--- src/rtl/wb_pkg.sv ---
// Shared types and constants for the register-file writeback path.
package wb_pkg;

  localparam int unsigned XLEN   = 32;
  localparam int unsigned NREGS  = 32;
  localparam int unsigned REG_AW = 5;

  // One pending register-file write: destination and value.
  typedef struct packed {
    logic [REG_AW-1:0] rd;
    logic [XLEN-1:0]   data;
  } wb_entry_t;

endpackage

--- src/rtl/wb_fifo.sv ---
// Load-return buffer: strict-order FIFO of writeback entries.
// Pointers wrap modulo Depth; the occupancy count separates full from empty.
module wb_fifo
  import wb_pkg::*;
#(
  parameter int unsigned Depth = 4,
  localparam int unsigned AW = (Depth > 1) ? $clog2(Depth) : 1
) (
  input  logic      clk,
  input  logic      rst_n,
  input  logic      push_i,
  input  wb_entry_t push_data_i,
  input  logic      pop_i,
  output wb_entry_t head_o,
  output logic      full_o,
  output logic      empty_o,
  output logic [AW:0] count_o
);

  wb_entry_t       mem_q [Depth];
  logic [AW-1:0]   wr_ptr_q, rd_ptr_q;
  logic [AW:0]     count_q, count_d;
  logic            do_push, do_pop;

  assign full_o  = (count_q == (AW+1)'(Depth));
  assign empty_o = (count_q == '0);
  assign count_o = count_q;
  assign head_o  = mem_q[rd_ptr_q];

  // A push into a full buffer is dropped; a pop of an empty one is ignored.
  assign do_push = push_i && !full_o;
  assign do_pop  = pop_i && !empty_o;

  // Occupancy next state
  always_comb begin
    count_d = count_q;
    unique case ({do_push, do_pop})
      2'b10:   count_d = count_q + (AW+1)'(1);
      2'b01:   count_d = count_q - (AW+1)'(1);
      default: count_d = count_q;
    endcase
  end

  // Storage, pointers and occupancy
  always_ff @(posedge clk or negedge rst_n) begin
    if (!rst_n) begin
      for (int i = 0; i < int'(Depth); i++) begin
        mem_q[i] <= '0;
      end
      wr_ptr_q <= '0;
      rd_ptr_q <= '0;
      count_q  <= '0;
    end else begin
      if (do_push) begin
        mem_q[wr_ptr_q] <= push_data_i;
        wr_ptr_q        <= wr_ptr_q + AW'(1);
      end
      if (do_pop) begin
        rd_ptr_q <= rd_ptr_q + AW'(1);
      end
      count_q <= count_d;
    end
  end

endmodule

--- src/rtl/writeback_arbiter.sv ---
// Merges ALU results and buffered load returns onto the single register-file
// write port, and tracks outstanding destinations for issue stalls.
module writeback_arbiter #(
  // Must match wb_pkg::XLEN, which sizes the buffered entries.
  parameter int unsigned XLEN     = 32,
  parameter int unsigned LD_DEPTH = 4
) (
  input  logic            clk,
  input  logic            rst_n,
  input  logic            alu_valid,
  input  logic [4:0]      alu_rd,
  input  logic [XLEN-1:0] alu_data,
  output logic            alu_ready,
  input  logic            ld_valid,
  input  logic [4:0]      ld_rd,
  input  logic [XLEN-1:0] ld_data,
  output logic            ld_ready,
  input  logic            iss_valid,
  input  logic [4:0]      iss_rd,
  output logic            iss_ready,
  output logic [31:0]     busy,
  output logic [4:0]      wd_reg,
  output logic [XLEN-1:0] wdv,
  output logic            wren
);

  import wb_pkg::*;

  localparam int unsigned LdCntW = $clog2(LD_DEPTH) + 1;

  wb_entry_t          alu_entry, ld_entry, fifo_head, sel_entry;
  logic               fifo_full, fifo_empty, fifo_pop;
  logic [LdCntW-1:0]  fifo_count;
  logic               sel_alu, sel_ld, write_d;

  logic               wren_q, wren_d;
  logic [4:0]         wd_reg_q, wd_reg_d;
  logic [XLEN-1:0]    wdv_q, wdv_d;
  logic [31:0]        busy_q, busy_d;

  assign alu_entry = '{rd: alu_rd, data: alu_data};
  assign ld_entry  = '{rd: ld_rd, data: ld_data};

  wb_fifo #(
    .Depth (LD_DEPTH)
  ) u_ld_fifo (
    .clk         (clk),
    .rst_n       (rst_n),
    .push_i      (ld_valid),
    .push_data_i (ld_entry),
    .pop_i       (fifo_pop),
    .head_o      (fifo_head),
    .full_o      (fifo_full),
    .empty_o     (fifo_empty),
    .count_o     (fifo_count)
  );

  // A full buffer must drain, so it takes the port and back-pressures the ALU.
  assign alu_ready = !fifo_full;
  assign ld_ready  = !fifo_full;
  assign sel_alu   = alu_valid && !fifo_full;
  assign sel_ld    = !fifo_empty && (fifo_full || !alu_valid);
  assign fifo_pop  = sel_ld;
  assign sel_entry = sel_alu ? alu_entry : fifo_head;

  // Writes to x0 are consumed but never reach the register file.
  assign write_d   = (sel_alu || sel_ld) && (sel_entry.rd != '0);

  assign iss_ready = !busy_q[iss_rd];

  // Next write-port values and scoreboard update
  always_comb begin
    wren_d   = write_d;
    wd_reg_d = write_d ? sel_entry.rd : wd_reg_q;
    wdv_d    = write_d ? sel_entry.data : wdv_q;
    busy_d   = busy_q;
    if (write_d) begin
      busy_d[sel_entry.rd] = 1'b0;
    end
    // Set after clear so a same-register collision leaves the bit set.
    if (iss_valid && iss_ready && (iss_rd != '0)) begin
      busy_d[iss_rd] = 1'b1;
    end
    busy_d[0] = 1'b0;
  end

  // Registered write port and scoreboard
  always_ff @(posedge clk or negedge rst_n) begin
    if (!rst_n) begin
      wren_q   <= 1'b0;
      wd_reg_q <= '0;
      wdv_q    <= '0;
      busy_q   <= '0;
    end else begin
      wren_q   <= wren_d;
      wd_reg_q <= wd_reg_d;
      wdv_q    <= wdv_d;
      busy_q   <= busy_d;
    end
  end

  assign wren   = wren_q;
  assign wd_reg = wd_reg_q;
  assign wdv    = wdv_q;
  assign busy   = busy_q;

  // Full flag and occupancy must never disagree.
  a_full_count : assert property (@(posedge clk) disable iff (!rst_n)
    fifo_full == (fifo_count == LdCntW'(LD_DEPTH)));

endmodule

--- config.mk ---
export PLATFORM = sky130hd
export DESIGN_NAME = writeback_arbiter
export DESIGN_NICKNAME = d
export VERILOG_FILES = /design/src/rtl/wb_pkg.sv /design/src/rtl/wb_fifo.sv /design/src/rtl/writeback_arbiter.sv
export SDC_FILE = /design/constraint.sdc
export NUM_CORES = 1
export LEC_CHECK = 0
export CORE_UTILIZATION = 57
export CTS_BUF_LIST = sky130_fd_sc_hd__clkbuf_8
export CTS_CLUSTER_DIAMETER = 80
export DETAILED_ROUTE_END_ITERATION = 8
export PLACE_DENSITY = 0.89
export SYNTH_ARGS = -nofsm -noshare
export SYNTH_HDL_FRONTEND = slang
export SYNTH_HIERARCHICAL = 1
export SYNTH_SLANG_ARGS = --single-unit
--- constraint.sdc ---
create_clock -name clk -period 3.9 [get_ports clk]
set_input_delay 1.17 -clock clk [delete_from_list [all_inputs] [get_ports clk]]
set_output_delay 1.17 -clock clk [all_outputs]
set_load 0.005 [all_outputs]
[Word level (Yosys, flattened, before mapping)]
Index checks and enable logic that the tools add are counted.
Storage, ports and cells
  flip-flop bits (word level): 224
  latch bits: 0
  bits in writable memories: 0
  bits in read-only memories: 0
  input port bits: 84
  output and inout port bits: 73
  memories kept: 0
Cells by class
  add/sub/neg operators: 4
  multiply operators: 0
  divide/modulo/power cells: 0
  magnitude comparators: 7
  equal/unequal tests: 3
  shift-type cells: 0
  muxes and demuxes: 16
  bitwise logic cells: 5
  reduce and logical (&&, ||, !) cells: 20
Operators by type and width (number)
  bitwise mux 148 bit: 1
  2-to-1 mux 37 bit: 4
  binary-select mux 37 bit (select 2 bit): 1
  demux 37 bit (select 2 bit): 1
  2-to-1 mux 32 bit: 2
  bitwise AND 32 bit: 1
  inverter 32 bit: 1
  OR 32 bit: 1
  < comparator 5 x 6 -> 1 bit, second input constant: 2
  demux 1 bit (select 5 bit): 2
  >= comparator 5 x 1 -> 1 bit, second input constant: 2
  logical AND 1 bit: 10
  nonzero test 5 bit: 2
  >= comparator 3 bit, second input constant: 2
  inverter 2 -> 3 bit: 2
  one-hot mux 3 bit (2 select lines): 1
  binary-select mux 1 bit (select 5 bit): 1
  adder 2 x 1 -> 2 bit, second input constant: 2
  logical NOT 1 bit: 4
  adder 3 x 1 -> 3 bit, second input constant: 1
  == test 3 bit, second input constant: 1
  logical NOT 3 bit: 1
  < comparator 3 x 1 -> 1 bit, second input constant: 1
  2-to-1 mux 1 bit: 3
  other kinds (5): 6

[Longest topological paths before layout]
Gate-level depths: netlist of run 1.
  depth after elaboration: 14
  mapped depth: 11
  depth with buffers taken out: 10

[Hierarchy]
The synthesis of run 1 kept the hierarchy.
By module, submodules not included
  wb_fifo: times used 1, cells an instance 393, area each 6907.9 um2
  writeback_arbiter: times used 1, cells an instance 403, area each 3818.7 um2

[Worst setup path after synthesis of run 1]
OpenSTA, ideal clock, no wires.
  kind: input port to output port
  start: input port iss_rd[0]
  end: output port iss_ready
  arrival: 2.458 ns
  required time: 2.730 ns
  setup slack: 0.272 ns
  cell stages on the path: 6
  buffers on the path: 2
  cell sequence: buf_6 > mux4_2 > o2111ai_2 > nand3_2 > buf_6 > nor3_4
On the way
  word-level cells in the longest chain between the ends: 3
Ends and longest elaborated chain
  start, declared: line writeback_arbiter.sv:19  | input logic [4:0] iss_rd,
  binary-select mux 1 bit (select 5 bit): line writeback_arbiter.sv:69  | assign iss_ready = !busy_q[iss_rd];
  2-to-1 mux 1 bit (implied by the code): line writeback_arbiter.sv:69
  logical NOT 1 bit: line writeback_arbiter.sv:69
  end, declared: line writeback_arbiter.sv:20  | output logic iss_ready,
No other way between the ends. The select of a mux whose other input is x is not followed.

[Worst setup path after layout of run 1]
  start: input port iss_rd[1]
  end: output port iss_ready
Same word-level chain as after synthesis.

==> impl_metrics.json, run 1 <==
{
  "initial_utilization": 0.589,
  "synth_nets": 886,
  "synthArstFlopShare": 1.00,
  "drc": 16,
  "cts_tree": "built",
  "vias": 7297,
  "critPathMaxFanout": 16,
  "syn_area_per_cell_sq_um": 13.5,
  "violations": "DRC",
  "ys.flop_type": "dfrtp_1",
  "core_area_sq_um": 18200,
  "synthTopCellsByArea": "dfrtp_1 52%, mux2_2 16%, mux4_2 8.4%",
  "via_per_inst": 5.90,
  "grt_remaining_overflow": 0,
  "cts.sinks": 224,
  "ir_worst_vdd_v": 0.000471,
  "ys_ff_latch": 224,
  "grt_max_degree": 82,
  "final-setup-viol-count": 0,
  "rrSetupSlack_ps": 790,
  "relSlewSlack": 0.435,
  "grt_pass1_vias": 8166,
  "regMostFlops": "u_ld_fifo/mem_q",
  "min_path_cells": 1,
  "highest_layer": "met4",
  "die_x_microns": 139,
  "placed_area_sq_um": 12600,
  "min_period_over_period": 0.988,
  "num_rows": 49,
  "yosys_warnings": 6,
  "hold_class": "reg2reg",
  "seq_area_frac_synth": 0.523,
  "place.gp.congestion": 0.924,
  "hold_start": "u_ld_fifo/mem_q[6]",
  "grt_pass1_wl_mm": 42.4,
  "final_area_sq_um": 13300,
  "ys_types": 55,
  "port_buffers": 155,
  "startpoint": "iss_rd[1]",
  "largest_reg_flops": 148,
  "critPathCaptureType": "primary output",
  "fin_ws_ps": 48.1,
  "slew_violations": 0,
  "p_leak_uw": 0.00572,
  "wl_met3_mm": 1.59,
  "area_growth_pct": 24.1,
  "finalHoldViolations": 0,
  "fin_nets": 1075,
  "clockBufferDepth": 3,
  "r2r_end": "wdv[13]",
  "die_area_sq_um": 19400,
  "dieHeight_microns": 139,
  "skew_ps": 16.3,
  "startpoint_type": "input port",
  "ios": 157,
  "met1_length_mm": 10.5,
  "dp_hpwl_mm": 17.3,
  "drive_above_1_share": 0.341,
  "wl_met2_mm": 13.1,
  "worstReg2RegStart": "u_ld_fifo/count_o[1]",
  "ctsHoldBuffers": 0,
  "h-tree-depth": 2,
  "worst_pin_slew_ps": 847,
  "cts_post_setup_buffers_inserted": 0,
  "cap_viol_max_count": 0,
  "crit_arrival_ps": 2680,
  "period_minus_slack_ps": 3850,
  "p_per_area_nw_per_um2": 841,
  "clkLatencyLatePin_ps": 530,
  "outcome": "complete, but fails checks",
  "numCtsBuffers": 37,
  "syn_inst": 796,
  "fin_util": 0.731,
  "yosysTopAreaCellShare": 0.523,
  "synth_area_sq_um": 10700,
  "first_pass_iters": 9,
  "drt_iter0_drc": 406,
  "cts.clk_slew.worst_paths_ps": 50,
  "ant_nets": 0,
  "synth_edf_count": 0,
  "r2r_cells": 7,
  "cp.required_ps": 2730,
  "antenna_found_initial": 1,
  "dp_worst_setup_slack_ps": -612,
  "whs_endpoint": "u_ld_fifo/mem_q[6]",
  "cts_root_buf": "clkbuf_8",
  "wl_per_cell_microns": 20.8,
  "fmax_mhz": 260,
  "synth_top_area_cell": "dfrtp_1",
  "crit_type": "in2out",
  "totalWireLength_mm": 25.7,
  "track_usage": 0.281
}
-- worst max path at each step --
stage	end	slack, ps
2_1_floorplan	iss_ready	270
3_3_place_gp	iss_ready	-590
3_5_place_dp	iss_ready	-610
4_1_cts	iss_ready	60
5_1_grt	iss_ready	-20
6_report	iss_ready	50
-- logic make-up after synthesis --
logic type,Yosys count,share of synthesized area
buffers and inverters,55,0.0342
multiplexers,236,0.303
XOR/XNOR,6,0.00490
AO/OA/AOI/OAI,84,0.0442
adder cells (fa/ha/maj),6,0.00770
flip-flops,224,0.523
other,1,0.000350
AND/OR/NAND/NOR,184,0.0827
-- power by group --
group	internal [uW]	leakage, uW	switching (uW)	total, uW
sequential	3520	0.00269	803	4320
combinational	2990	0.00263	1940	4930
clock	1050	0.000394	896	1950
total	7560	0.00572	3640	11200
-- per-layer routing --
metal | up-vias | track usage
met5 | - | 0
met4 | 0 | 0.104
met3 | 49 | 0.0618
met2 | 265 | 0.477
met1 | 3760 | 0.356
li1 | 3223 | -
-- what timing repair did --
item	in CTS	in global routing
gates resized for setup	13	2
cloned	0	0
hold endpoints to repair	0	0
setup endpoints to repair	1	1
pin swaps	2	0
-- synthesized netlist by cell type, drive strengths merged (5+ instances only) --
cell	count
mux4	40
o31ai	5
nor2	9
o21ai	65
a21oi	6
nor3b	6
buf	34
mux2i	7
nand2	132
mux2	189
clkbuf	9
dfrtp	224
nand3	5
ha	5
nor3	8
inv	12
-- critical path: stages --
cell             delay, ps
clkdlybuf4s15_2        270
buf_12                 170
mux2_2                 350
a31oi_2                240
nand2_1                120
nor3_4                 110
dlygate4sd2_1          250
-- placed cells by master (no fill, tap or decap), types with 4 or more instances in the layout --
cell,instances
ha_1,5
dlygate4sd2_1,4
o31ai_1,5
mux2i_1,6
clkdlybuf4s50_1,148
buf_4,33
clkbuf_8,46
nor2_4,4
nor2_1,5
mux2_2,151
inv_1,23
nor3b_1,4
nor3_1,5
buf_12,5
mux4_2,40
mux2_4,38
nand2_1,132
dfrtp_1,222
nand3_1,4
a21oi_1,5
o21ai_0,49
o21ai_1,14
-- layout make-up --
| cell class | instances | area, sq um |
|---|---|---|
| fill | 1175 | 4890 |
| antenna | 1 | 2.50 |
| sequential | 224 | 5610 |
| inverter | 12 | 45.0 |
| multi-input combinational | 517 | 4780 |
| tap | 229 | 287 |
| clock buffer | 46 | 633 |
| timing repair buffer | 193 | 1900 |
| clock inverter | 14 | 61.3 |
-- per-stage QoR --
step	setup TNS (ps)	std cells	total power, uW	hold WS, ps
final	0	1236	11200	503
after global routing	-18.7	1236	11900	516
after CTS	0	1235	11300	507
after detailed placement	-612	1175	9220	493
after global placement	-586	1175	8950	483
after floorplan	0	796	7460	475
Power figures use the tool's default switching activity.
==> run 2: changes to the inputs <==
--- a/config.mk
+++ b/config.mk
@@ -8,6 +8,7 @@
 export CORE_UTILIZATION = 57
 export CTS_BUF_LIST = sky130_fd_sc_hd__clkbuf_8
 export CTS_CLUSTER_DIAMETER = 80
+export CTS_CLUSTER_SIZE = 25
 export DETAILED_ROUTE_END_ITERATION = 8
 export PLACE_DENSITY = 0.89
 export SYNTH_ARGS = -nofsm -noshare
==> run 2 against run 1 <==
The flow still finishes with violations (DRC). Final area down 3.4%. Core utilization decreased by 2.5 points. Total power down 8.3%. Die area unchanged. Worst setup slack improved by 14 ps. Register-to-register slack gained 50 ps. Clock power shrank 43%. Largest power group unchanged.
==> impl_metrics.json, run 2 (synthesis results as in run 1) <==
{
  "fin_util": 0.706,
  "cp.depth": 7,
  "crit_type": "in2out",
  "violations": "DRC",
  "layout_commonest_cell": "dfrtp_1",
  "antenna_found_initial": 1,
  "dieHeight_microns": 139,
  "port_buffers": 155,
  "vias": 7081,
  "ir_worst_vdd_v": 0.000515,
  "place.gp.congestion": 0.924,
  "total_power_uw": 10300,
  "critPathSlowestCell": "mux2_2",
  "min_period_over_period": 0.984,
  "ctsHoldBuffers": 0,
  "totalNegativeSetupSlack_ps": 0,
  "num_rows": 49,
  "totalWireLength_mm": 24.4,
  "grt_pass1_wl_mm": 40.7,
  "initial_utilization": 0.589,
  "die_x_microns": 139,
  "critPathTopFamily": "buffers and inverters",
  "cts_tree": "built",
  "fmax_mhz": 261,
  "mostFrequentLayoutCells": "222 x dfrtp_1, 151 x mux2_2, 148 x clkdlybuf4s50_1",
  "relSlewSlack": 0.443,
  "core_area_sq_um": 18200,
  "numCtsBuffers": 13,
  "cp.required_ps": 2730,
  "p_per_area_nw_per_um2": 798,
  "first_pass_iters": 7,
  "dp_worst_setup_slack_ps": -612,
  "final-setup-viol-count": 0,
  "critPathMaxFanout": 16,
  "cap_viol_max_count": 0,
  "drc": 15,
  "cts.sinks": 224,
  "drt_iter0_drc": 528,
  "ios": 157,
  "cts.clk_slew.worst_paths_ps": 140,
  "dp.cells": 1175,
  "h-tree-depth": 1,
  "clockBufferDepth": 3,
  "dp_hpwl_mm": 17.3,
  "drive_above_1_share": 0.322,
  "p_leak_uw": 0.00545,
  "fin_nets": 1051,
  "crit_arrival_ps": 2670,
  "period_minus_slack_ps": 3840,
  "via_per_inst": 5.94,
  "r2r_cells": 7,
  "cts_root_buf": "clkbuf_8",
  "cp_cell_sequence": "clkdlybuf4s15_2, buf_12, mux2_2, a31oi_2, nand2_1, nor3_4, dlygate4sd2_1",
  "ant_nets": 0,
  "track_usage": 0.266,
  "worstReg2RegStart": "u_ld_fifo/count_o[0]",
  "grt_max_degree": 82,
  "clkLatencyLatePin_ps": 520,
  "critPathCaptureType": "primary output",
  "slew_violations": 0,
  "skew_ps": 25.7,
  "wl_per_cell_microns": 20.5,
  "final_cells": 1193,
  "fill_cells": 1247,
  "outcome": "complete, but fails checks",
  "fin_ws_ps": 62.4,
  "startpoint": "iss_rd[1]",
  "largest_reg_flops": 148,
  "r2r_end": "wdv[13]",
  "die_area_sq_um": 19400,
  "rrSetupSlack_ps": 840,
  "crit_end": "iss_ready",
  "finalHoldViolations": 0,
  "path_buf_inv": 3,
  "grt_remaining_overflow": 0,
  "worst_path_largest_cell_delay_ps": 350,
  "regMostFlops": "u_ld_fifo/mem_q",
  "startpoint_type": "input port",
  "grt_pass1_vias": 7758,
  "hold_class": "reg2reg",
  "area_growth_pct": 19.9,
  "worst_pin_slew_ps": 835
}
-- run 2: cell count changes in the layout (fill, tap and decap cells not counted), sizes merged --
cell / before / now
inv: 23 / 14
bufinv: 0 / 1
clkinvlp: 2 / 0
clkbuf: 46 / 13
-- run 2: per-layer routing --
layer,part of all wire,track usage
met4,0.019,0.0713
met3,0.059,0.0439
met5,0,0
met2,0.51,0.456
met1,0.41,0.353
-- run 2: area by class of cell --
class	count	area, sq um	area share
sequential	224	5610	0.436
multi-input combinational	517	4780	0.372
timing repair buffer	193	1900	0.147
tap	229	287	0.0223
clock buffer	13	179	0.0139
clock inverter	4	61.3	0.00477
inverter	12	45.0	0.00350
antenna	1	2.50	0.000195
-- run 2: worst min-delay path by stage --
stage,cells after the start,endpoint,start
2_1_floorplan,1,u_ld_fifo/mem_q[53],u_ld_fifo/mem_q[53]
3_3_place_gp,1,u_ld_fifo/mem_q[57],u_ld_fifo/mem_q[57]
3_5_place_dp,1,u_ld_fifo/mem_q[10],u_ld_fifo/mem_q[10]
4_1_cts,1,u_ld_fifo/mem_q[10],u_ld_fifo/mem_q[10]
5_1_grt,1,wdv[3],wdv[3]
6_report,1,u_ld_fifo/mem_q[6],u_ld_fifo/mem_q[6]
-- run 2: where the power goes --
part / total [uW] / internal [uW] / switching (uW) / leakage, uW
clock: 1120 / 393 / 723 / 0.000126
combinational: 4870 / 2980 / 1890 / 0.00263
sequential: 4280 / 3500 / 780 / 0.00269
total: 10300 / 6870 / 3400 / 0.00545
-- run 2: metrics by stage --
| step | hold slack (ps) | cell area, sq um |
|---|---|---|
| 2_1_floorplan | 475 | 10700 |
| 3_3_place_gp | 483 | 12600 |
| 3_5_place_dp | 493 | 12600 |
| 4_1_cts | 524 | 12800 |
| 5_1_grt | 534 | 12900 |
| 6_report | 520 | 12900 |
-- run 2: repair_timing --
action	in CTS	in global routing
setup endpoints to repair	1	1
pin swaps	2	0
gates resized for setup	13	2
buffers inserted	0	0
endpoints found under the hold margin	0	0
cloned	0	0
